[config.mk]
export PLATFORM = sky130hd
export DESIGN_NAME = inst_sequencer_flat
export DESIGN_NICKNAME = d
export VERILOG_FILES = /design/src/rtl/inst_sequencer_if.sv /design/src/rtl/inst_sequencer.sv /design/src/flat_wrapper.sv
export SDC_FILE = /design/constraint.sdc
export NUM_CORES = 1
export LEC_CHECK = 0
export CORE_ASPECT_RATIO = 1.4
export CORE_MARGIN = 10
export CORE_UTILIZATION = 50
export DETAILED_ROUTE_END_ITERATION = 8
export GPL_TIMING_DRIVEN = 0
export MAX_ROUTING_LAYER = met4
export PLACE_DENSITY_LB_ADDON = 0.1
export SLEW_MARGIN = 30
export SYNTH_ARGS = -nofsm -noshare
export SYNTH_HDL_FRONTEND = slang
export SYNTH_SLANG_ARGS = --single-unit
[constraint.sdc]
create_clock -name clk -period 8.2 [get_ports clk]
set_input_delay 1.64 -clock clk [delete_from_list [all_inputs] [get_ports clk]]
set_output_delay 1.64 -clock clk [all_outputs]
set_load 0.05 [all_outputs]
[src/rtl/inst_sequencer_if.sv]
// Host, instruction-memory and decoder signals of the instruction sequencer.
// master = sequencer side, slave = environment (host, imem, decoder).
interface inst_sequencer_if #(
  parameter int INST_LEN = 16,
  parameter int PC_WIDTH = 8
);
  logic                start;
  logic [PC_WIDTH-1:0] start_pc;
  logic [PC_WIDTH-1:0] end_pc;
  logic                abort;
  logic [PC_WIDTH-1:0] imem_addr;
  logic [INST_LEN-1:0] imem_rdata;
  logic [INST_LEN-1:0] inst;
  logic                inst_valid;
  logic                inst_ready;
  logic [PC_WIDTH-1:0] PC;
  logic                busy;
  logic                done;
  logic                err;

  modport master (
    input  start, start_pc, end_pc, abort, imem_rdata, inst_ready,
    output imem_addr, inst, inst_valid, PC, busy, done, err
  );

  modport slave (
    output start, start_pc, end_pc, abort, imem_rdata, inst_ready,
    input  imem_addr, inst, inst_valid, PC, busy, done, err
  );
endinterface

[src/rtl/inst_sequencer.sv]
// Windowed instruction fetch/issue with nested hardware loops; 3 cycles per issued instruction,
// 2 per LOOP/ENDLOOP; inst/inst_valid held stable while inst_ready is low.
module inst_sequencer #(
  parameter int INST_LEN   = 16,
  parameter int PC_WIDTH   = 8,
  parameter int LOOP_DEPTH = 4,
  parameter int CNT_WIDTH  = 8
) (
  input logic              clk,
  input logic              rst,
  inst_sequencer_if.master bus
);
  localparam int DW = $clog2(LOOP_DEPTH + 1);
  localparam int IW = (LOOP_DEPTH > 1) ? $clog2(LOOP_DEPTH) : 1;
  localparam logic [3:0] OP_LOOP = 4'hE;
  localparam logic [3:0] OP_END  = 4'hF;

  typedef enum logic [2:0] {S_IDLE, S_FETCH, S_DECODE, S_ISSUE, S_DONE} state_t;

  state_t              state, state_nxt;
  logic [PC_WIDTH-1:0] pc, pc_nxt;
  logic [PC_WIDTH-1:0] end_q, end_nxt;
  logic [INST_LEN-1:0] inst_q, inst_nxt;
  logic                vld_q, vld_nxt;
  logic                err_q, err_nxt;
  logic [DW-1:0]       depth, depth_nxt;

  logic [PC_WIDTH-1:0]  body_stk [LOOP_DEPTH];
  logic [CNT_WIDTH-1:0] rem_stk  [LOOP_DEPTH];

  logic                 push, dec_top, adv;
  logic [IW-1:0]        push_idx, top_idx;
  logic [3:0]           opcode;
  logic [CNT_WIDTH-1:0] count, push_rem;

  assign opcode   = bus.imem_rdata[INST_LEN-1 -: 4];
  assign count    = bus.imem_rdata[CNT_WIDTH-1:0];
  // A zero count runs the body once, so it stores the same remaining value as a count of 1.
  assign push_rem = (count == '0) ? '0 : count - 1'b1;
  assign push_idx = depth[IW-1:0];
  assign top_idx  = push_idx - 1'b1;

  always_comb begin
    state_nxt = state;
    pc_nxt    = pc;
    end_nxt   = end_q;
    inst_nxt  = inst_q;
    vld_nxt   = vld_q;
    err_nxt   = err_q;
    depth_nxt = depth;
    push      = 1'b0;
    dec_top   = 1'b0;
    adv       = 1'b0;

    unique case (state)
      S_IDLE: begin
        if (bus.start && !bus.abort) begin
          pc_nxt    = bus.start_pc;
          end_nxt   = bus.end_pc;
          err_nxt   = 1'b0;
          state_nxt = S_FETCH;
        end
      end
      S_FETCH: state_nxt = S_DECODE;
      S_DECODE: begin
        if (opcode == OP_LOOP) begin
          if (depth == DW'(LOOP_DEPTH)) begin
            err_nxt   = 1'b1;
            state_nxt = S_DONE;
          end else begin
            push      = 1'b1;
            depth_nxt = depth + 1'b1;
            adv       = 1'b1;
          end
        end else if (opcode == OP_END) begin
          if (depth == '0) begin
            err_nxt   = 1'b1;
            state_nxt = S_DONE;
          end else if (rem_stk[top_idx] != '0) begin
            // Jumping back skips the end-of-window check: the body lies inside the window.
            dec_top   = 1'b1;
            pc_nxt    = body_stk[top_idx];
            state_nxt = S_FETCH;
          end else begin
            depth_nxt = depth - 1'b1;
            adv       = 1'b1;
          end
        end else begin
          inst_nxt  = bus.imem_rdata;
          vld_nxt   = 1'b1;
          state_nxt = S_ISSUE;
        end
      end
      S_ISSUE: begin
        if (bus.inst_ready) begin
          vld_nxt = 1'b0;
          adv     = 1'b1;
        end
      end
      S_DONE: begin
        pc_nxt    = '0;
        depth_nxt = '0;
        state_nxt = S_IDLE;
      end
      default: state_nxt = S_IDLE;
    endcase

    if (adv) begin
      if (pc == end_q) begin
        state_nxt = S_DONE;
      end else begin
        pc_nxt    = pc + 1'b1;
        state_nxt = S_FETCH;
      end
    end

    // Abort wins over everything, including an error found in the same DECODE.
    if (bus.abort && state != S_IDLE) begin
      state_nxt = S_IDLE;
      pc_nxt    = '0;
      vld_nxt   = 1'b0;
      depth_nxt = '0;
      err_nxt   = err_q;
      push      = 1'b0;
      dec_top   = 1'b0;
    end
  end

  always_ff @(posedge clk or posedge rst) begin
    if (rst) begin
      state  <= S_IDLE;
      pc     <= '0;
      end_q  <= '0;
      inst_q <= '0;
      vld_q  <= 1'b0;
      err_q  <= 1'b0;
      depth  <= '0;
    end else begin
      state  <= state_nxt;
      pc     <= pc_nxt;
      end_q  <= end_nxt;
      inst_q <= inst_nxt;
      vld_q  <= vld_nxt;
      err_q  <= err_nxt;
      depth  <= depth_nxt;
    end
  end

  // Stack contents need no reset; depth alone says which entries are live.
  always_ff @(posedge clk) begin
    if (push) begin
      body_stk[push_idx] <= pc + 1'b1;
      rem_stk[push_idx]  <= push_rem;
    end
    if (dec_top) begin
      rem_stk[top_idx] <= rem_stk[top_idx] - 1'b1;
    end
  end

  assign bus.imem_addr  = pc;
  assign bus.PC         = pc;
  assign bus.inst       = inst_q;
  assign bus.inst_valid = vld_q;
  assign bus.busy       = (state != S_IDLE);
  assign bus.done       = (state == S_DONE);
  assign bus.err        = err_q;
endmodule

[src/flat_wrapper.sv]
// flat-port wrapper written by rule: the top's interface ports become plain ports
module inst_sequencer_flat 
#(
  parameter int INST_LEN   = 16,
  parameter int PC_WIDTH   = 8,
  parameter int LOOP_DEPTH = 4,
  parameter int CNT_WIDTH  = 8
)
  (clk, rst, bus_start, bus_start_pc, bus_end_pc, bus_abort, bus_imem_rdata, bus_inst_ready, bus_imem_addr, bus_inst, bus_inst_valid, bus_PC, bus_busy, bus_done, bus_err);
  inst_sequencer_if #(.INST_LEN(INST_LEN), .PC_WIDTH(PC_WIDTH)) bus_i ();
  input logic clk;
  input logic rst;
  input wire logic [$bits(bus_i.start)-1:0] bus_start;
  input wire logic [$bits(bus_i.start_pc)-1:0] bus_start_pc;
  input wire logic [$bits(bus_i.end_pc)-1:0] bus_end_pc;
  input wire logic [$bits(bus_i.abort)-1:0] bus_abort;
  input wire logic [$bits(bus_i.imem_rdata)-1:0] bus_imem_rdata;
  input wire logic [$bits(bus_i.inst_ready)-1:0] bus_inst_ready;
  output wire logic [$bits(bus_i.imem_addr)-1:0] bus_imem_addr;
  output wire logic [$bits(bus_i.inst)-1:0] bus_inst;
  output wire logic [$bits(bus_i.inst_valid)-1:0] bus_inst_valid;
  output wire logic [$bits(bus_i.PC)-1:0] bus_PC;
  output wire logic [$bits(bus_i.busy)-1:0] bus_busy;
  output wire logic [$bits(bus_i.done)-1:0] bus_done;
  output wire logic [$bits(bus_i.err)-1:0] bus_err;
  assign bus_i.start = bus_start;
  assign bus_i.start_pc = bus_start_pc;
  assign bus_i.end_pc = bus_end_pc;
  assign bus_i.abort = bus_abort;
  assign bus_i.imem_rdata = bus_imem_rdata;
  assign bus_i.inst_ready = bus_inst_ready;
  assign bus_imem_addr = bus_i.imem_addr;
  assign bus_inst = bus_i.inst;
  assign bus_inst_valid = bus_i.inst_valid;
  assign bus_PC = bus_i.PC;
  assign bus_busy = bus_i.busy;
  assign bus_done = bus_i.done;
  assign bus_err = bus_i.err;
  inst_sequencer #(.INST_LEN(INST_LEN), .PC_WIDTH(PC_WIDTH), .LOOP_DEPTH(LOOP_DEPTH), .CNT_WIDTH(CNT_WIDTH)) u_core (.clk(clk), .rst(rst), .bus(bus_i));
endmodule
==> flow_metrics.py <==
metrics = {
    "status": {
        "outcome": "finished clean",
    },
    "synthesis": {
        "synth_top_cell_area_share_pct": 37.0,
        "synth_top_area_cell": "sky130_fd_sc_hd__edfxtp_1",
        "compound_gate_fraction_of_synth_area_pct": 10.3,
        "postSynth.asyncResetShare_pct": 38.5,
        "synth_seq_cells": 104,
        "yosys.area_share.adder_pct": 2.07,
        "post_synthesis_xor_xnor_area_fraction_pct": 4.39,
        "synth-seq-area-share_pct": 56.3,
        "synth.yosys.warnings": 0,
        "dominant_synthesized_flop_cell": "sky130_fd_sc_hd__edfxtp_1",
        "synth.cell_area_mm2": 0.00519,
        "largest_cells_by_area_after_synthesis": "sky130_fd_sc_hd__edfxtp_1 37%, sky130_fd_sc_hd__dfrtp_1 19%, sky130_fd_sc_hd__mux4_2 6.9%",
        "syn_inst": 419,
        "syn-num-nets": 464,
        "synth_cell_types": 62,
        "synth_mux_area_share_pct": 9.09,
        "synth_edf_count": 64,
        "dominant_combinational_cell_family_by_area_after_synthesis": "simple AND/OR/NAND/NOR gates",
        "syn_avg_cell_area_um2": 12.4,
        "synth_simple_gate_area_share_pct": 13.7,
    },
    "power_and_ir_drop": {
        "power_switching_share_pct": 42.2,
        "worst_ir_drop_vdd_v": 0.000221,
        "power.share.combinational_pct": 48.6,
        "switching_power_mw": 0.973,
        "power_density_mw_per_mm2": 360,
        "power_report.internal_total_mw": 1.33,
        "totalPowerFinal_mw": 2.30,
        "sequentialPowerShare_pct": 32.8,
        "clock_power_share_pct": 18.6,
        "p_leak_nw": 2.43,
    },
    "cts": {
        "clock_tree_from_tritoncts": "yes",
        "largest_buffer_count_on_any_clock_path": 2,
        "post_cts_resize_count": 0,
        "hold_buffers": 0,
        "tritoncts_num_sinks": 104,
        "clock_tree.htree_level_count": 3,
        "cts.reportedPaths.clkPinSlew_ps": 70,
        "insertion_delay_ps": 350,
        "tritoncts.num_buffers": 9,
        "cts.repair_timing.setup_buffer_count": 0,
        "clockRootBuffer": "sky130_fd_sc_hd__clkbuf_16",
    },
    "floorplan": {
        "design.die.area_mm2": 0.0149,
        "top_level_i_o_count": 73,
        "starting_density_of_the_core_pct": 51.9,
        "core-area_mm2": 0.0100,
        "floorplan.die.height_um": 141,
        "fp.dieW_um": 106,
        "placement_rows": 43,
    },
    "finish": {
        "final_cells": 644,
        "mostFrequentLayoutCell": "sky130_fd_sc_hd__clkdlybuf4s50_1",
        "area_growth_pct": 23.4,
        "drive_above_1_share_pct": 13.2,
        "antenna_cells_inserted": 0,
        "layout.cells.most_common_list": "72 x sky130_fd_sc_hd__clkdlybuf4s50_1, 64 x sky130_fd_sc_hd__edfxtp_1, 60 x sky130_fd_sc_hd__nand2_1",
        "nNetsFinal": 549,
        "fill_cells": 800,
    },
    "route": {
        "initialDrtViolationCount": 241,
        "routed_wirelength_mm": 12.2,
        "detail-route-antenna-nets": 0,
        "vias_per_cell": 5.60,
        "route.vias.total": 3608,
        "drc": 0,
        "route.detailed.wl_per_inst_um": 19.0,
        "drt_first_pass_iters": 4,
    },
    "critical_path": {
        "worst_setup_path_end_kind": "flop",
        "worstPathRequired_ps": 8180,
        "critical_path_class": "flop to flop",
        "worstSetupStartpointType": "flop",
        "path_max_fanout": 10,
        "cp_data_arrival_time_ps": 4850,
        "count_of_cells_along_the_worst_register_to_register_path": 14,
    },
    "global_routing": {
        "initial_antenna_violation_count": 0,
        "wire_length_of_the_first_global_routing_pass_mm": 19.4,
        "grt.overflow.total": 0,
        "grt_pass1_vias": 3704,
        "pin_count_of_the_biggest_net_entering_global_routing": 29,
        "globalRouteTotalUtil_pct": 17.1,
    },
    "sta": {
        "grt_setup_unrepaired": "no",
        "timing_max_transition_violations_final": 0,
        "timing.max_slew.rel_slack_pct": 41.1,
        "final.setup.worst_slack_ps": 3330,
        "final_cycle_share_pct": 59.4,
        "tightestPinTransition_ps": 877,
        "fmaxAchievable_mhz": 205,
        "finalSetupTns_ps": 0,
        "clock_skew_ps": 5.36,
        "total_of_endpoints_with_negative_setup_slack_in_the_final_report": 0,
        "final.min_clock_period_ps": 4870,
        "final_hold_viol_count": 0,
    },
    "placement": {
        "place.port_buffers": 72,
        "post-dp-hpwl_mm": 9.20,
        "post-place-cells": 628,
        "pre_cts_ws_ps": 3290,
        "gp_routability_congestion": 0.882,
    },
    "run": {
        "max_cap_viol_count": 0,
    },
    "worst_hold_path": {
        "number_of_cells_on_the_worst_hold_path": 2,
        "holdCritPathClass": "flop to flop",
    },
}
-- cells in the mapped netlist (all sizes together), types with 3 or more instances --
| cell type | n |
|---|---|
| edfxtp | 64 |
| nand2 | 60 |
| dfrtp | 40 |
| nor2 | 20 |
| mux4 | 16 |
| xor2 | 16 |
| buf | 15 |
| clkbuf | 15 |
| a21oi | 14 |
| inv | 13 |
| nand3 | 13 |
| o21ai | 12 |
| xnor2 | 10 |
| mux2 | 9 |
| a211oi | 8 |
| nor3 | 8 |
| ha | 7 |
| and2 | 6 |
| nor4 | 6 |
| and3 | 5 |
| nor3b | 5 |
| a22o | 4 |
| o31ai | 4 |
| or3 | 4 |
| nand2b | 3 |
| nand4 | 3 |
| nor2b | 3 |
-- critical path: stages, from the launching register on --
cell	delay, ps
sky130_fd_sc_hd__dfrtp_1	490
sky130_fd_sc_hd__buf_6	240
sky130_fd_sc_hd__buf_1	530
sky130_fd_sc_hd__inv_1	330
sky130_fd_sc_hd__ha_1	400
sky130_fd_sc_hd__buf_2	290
sky130_fd_sc_hd__mux4_2	280
sky130_fd_sc_hd__inv_1	50
sky130_fd_sc_hd__ha_1	240
sky130_fd_sc_hd__nor3b_4	200
sky130_fd_sc_hd__and3_1	220
sky130_fd_sc_hd__nor2_2	320
sky130_fd_sc_hd__buf_2	280
sky130_fd_sc_hd__nand3_1	110
sky130_fd_sc_hd__o21ai_1	520
-- sequential cells by signal, indices dropped and copies added (netlist names) --
register	cells
u_core.body_stk	32
u_core.bus.err	1
u_core.bus.PC	8
u_core.end_q	8
u_core.rem_stk	32
u_core.bus.inst	16
u_core.depth	3
u_core.state	3
u_core.bus.inst_valid	1
-- routing by layer --
layer  GRT usage (%)  up-vias  share of wire [%]
met5               -        -                  0
met4            6.93        0                2.1
met3            3.49       18                5.7
met2            30.2      114                 54
met1            18.2     1763                 38
li1                -     1713                  -
-- cells by family (layout without fill, tap and decap cells) --
group | count (synthesis) | after routing
buf+inv | 43 | 133
simple gates | 140 | 140
fa+ha+maj | 8 | 8
mux | 26 | 26
xor+xnor | 26 | 26
compound gates | 72 | 72
flops | 104 | 104
-- layout make-up --
| cell class | count | area, um^2 | area share (%) |
|---|---|---|---|
| Sequential cell | 104 | 2920 | 45.6 |
| Multi-Input combinational cell | 272 | 2060 | 32.2 |
| Timing Repair Buffer | 74 | 748 | 11.7 |
| Clock buffer | 12 | 236 | 3.69 |
| Tap cell | 135 | 169 | 2.64 |
| Buffer | 30 | 161 | 2.52 |
| Clock inverter | 4 | 55.1 | 0.859 |
| Inverter | 13 | 48.8 | 0.762 |
-- final timing paths --
kind | startpoint | to | slack (ps)
setup / recovery | u_core.depth[0]$_DFFE_PP0P_ | u_core.rem_stk[0][2]$_DFFE_PP_ | 3330
hold / removal | u_core.bus.inst[15]$_DFFE_PP0P_ | u_core.bus.inst[15]$_DFFE_PP0P_ | 480
setup reg to reg | u_core.depth[0]$_DFFE_PP0P_ | u_core.rem_stk[0][2]$_DFFE_PP_ | 3330
hold reg to reg | u_core.bus.inst[15]$_DFFE_PP0P_ | u_core.bus.inst[15]$_DFFE_PP0P_ | 480
max in group asynchronous | rst | u_core.bus.inst[8]$_DFFE_PP0P_ | 6200
min in group asynchronous | rst | u_core.end_q[0]$_DFFE_PP0P_ | 1550
-- power groups by stage --
stage / clock network [mW] / logic (mW) / registers (mW)
2_1_floorplan: 0 / 0.588 / 0.955
3_3_place_gp: 0 / 1.11 / 0.763
3_5_place_dp: 0 / 1.13 / 0.767
4_1_cts: 0.434 / 1.13 / 0.757
5_1_grt: 0.453 / 1.20 / 0.767
6_report: 0.428 / 1.12 / 0.756
-- metrics by stage --
| stage | cell area (um^2) | util (%) | hold slack, ps |
|---|---|---|---|
| global route | 6410 | 64.0 | 507 |
| CTS | 6410 | 64.0 | 485 |
| global placement | 6080 | 60.8 | 460 |
| finish | 6410 | 64.0 | 478 |
| floorplan | 5190 | - | 501 |
| detailed placement | 6110 | 61.1 | 465 |
Note: power is estimated with default switching activity, not from simulation.
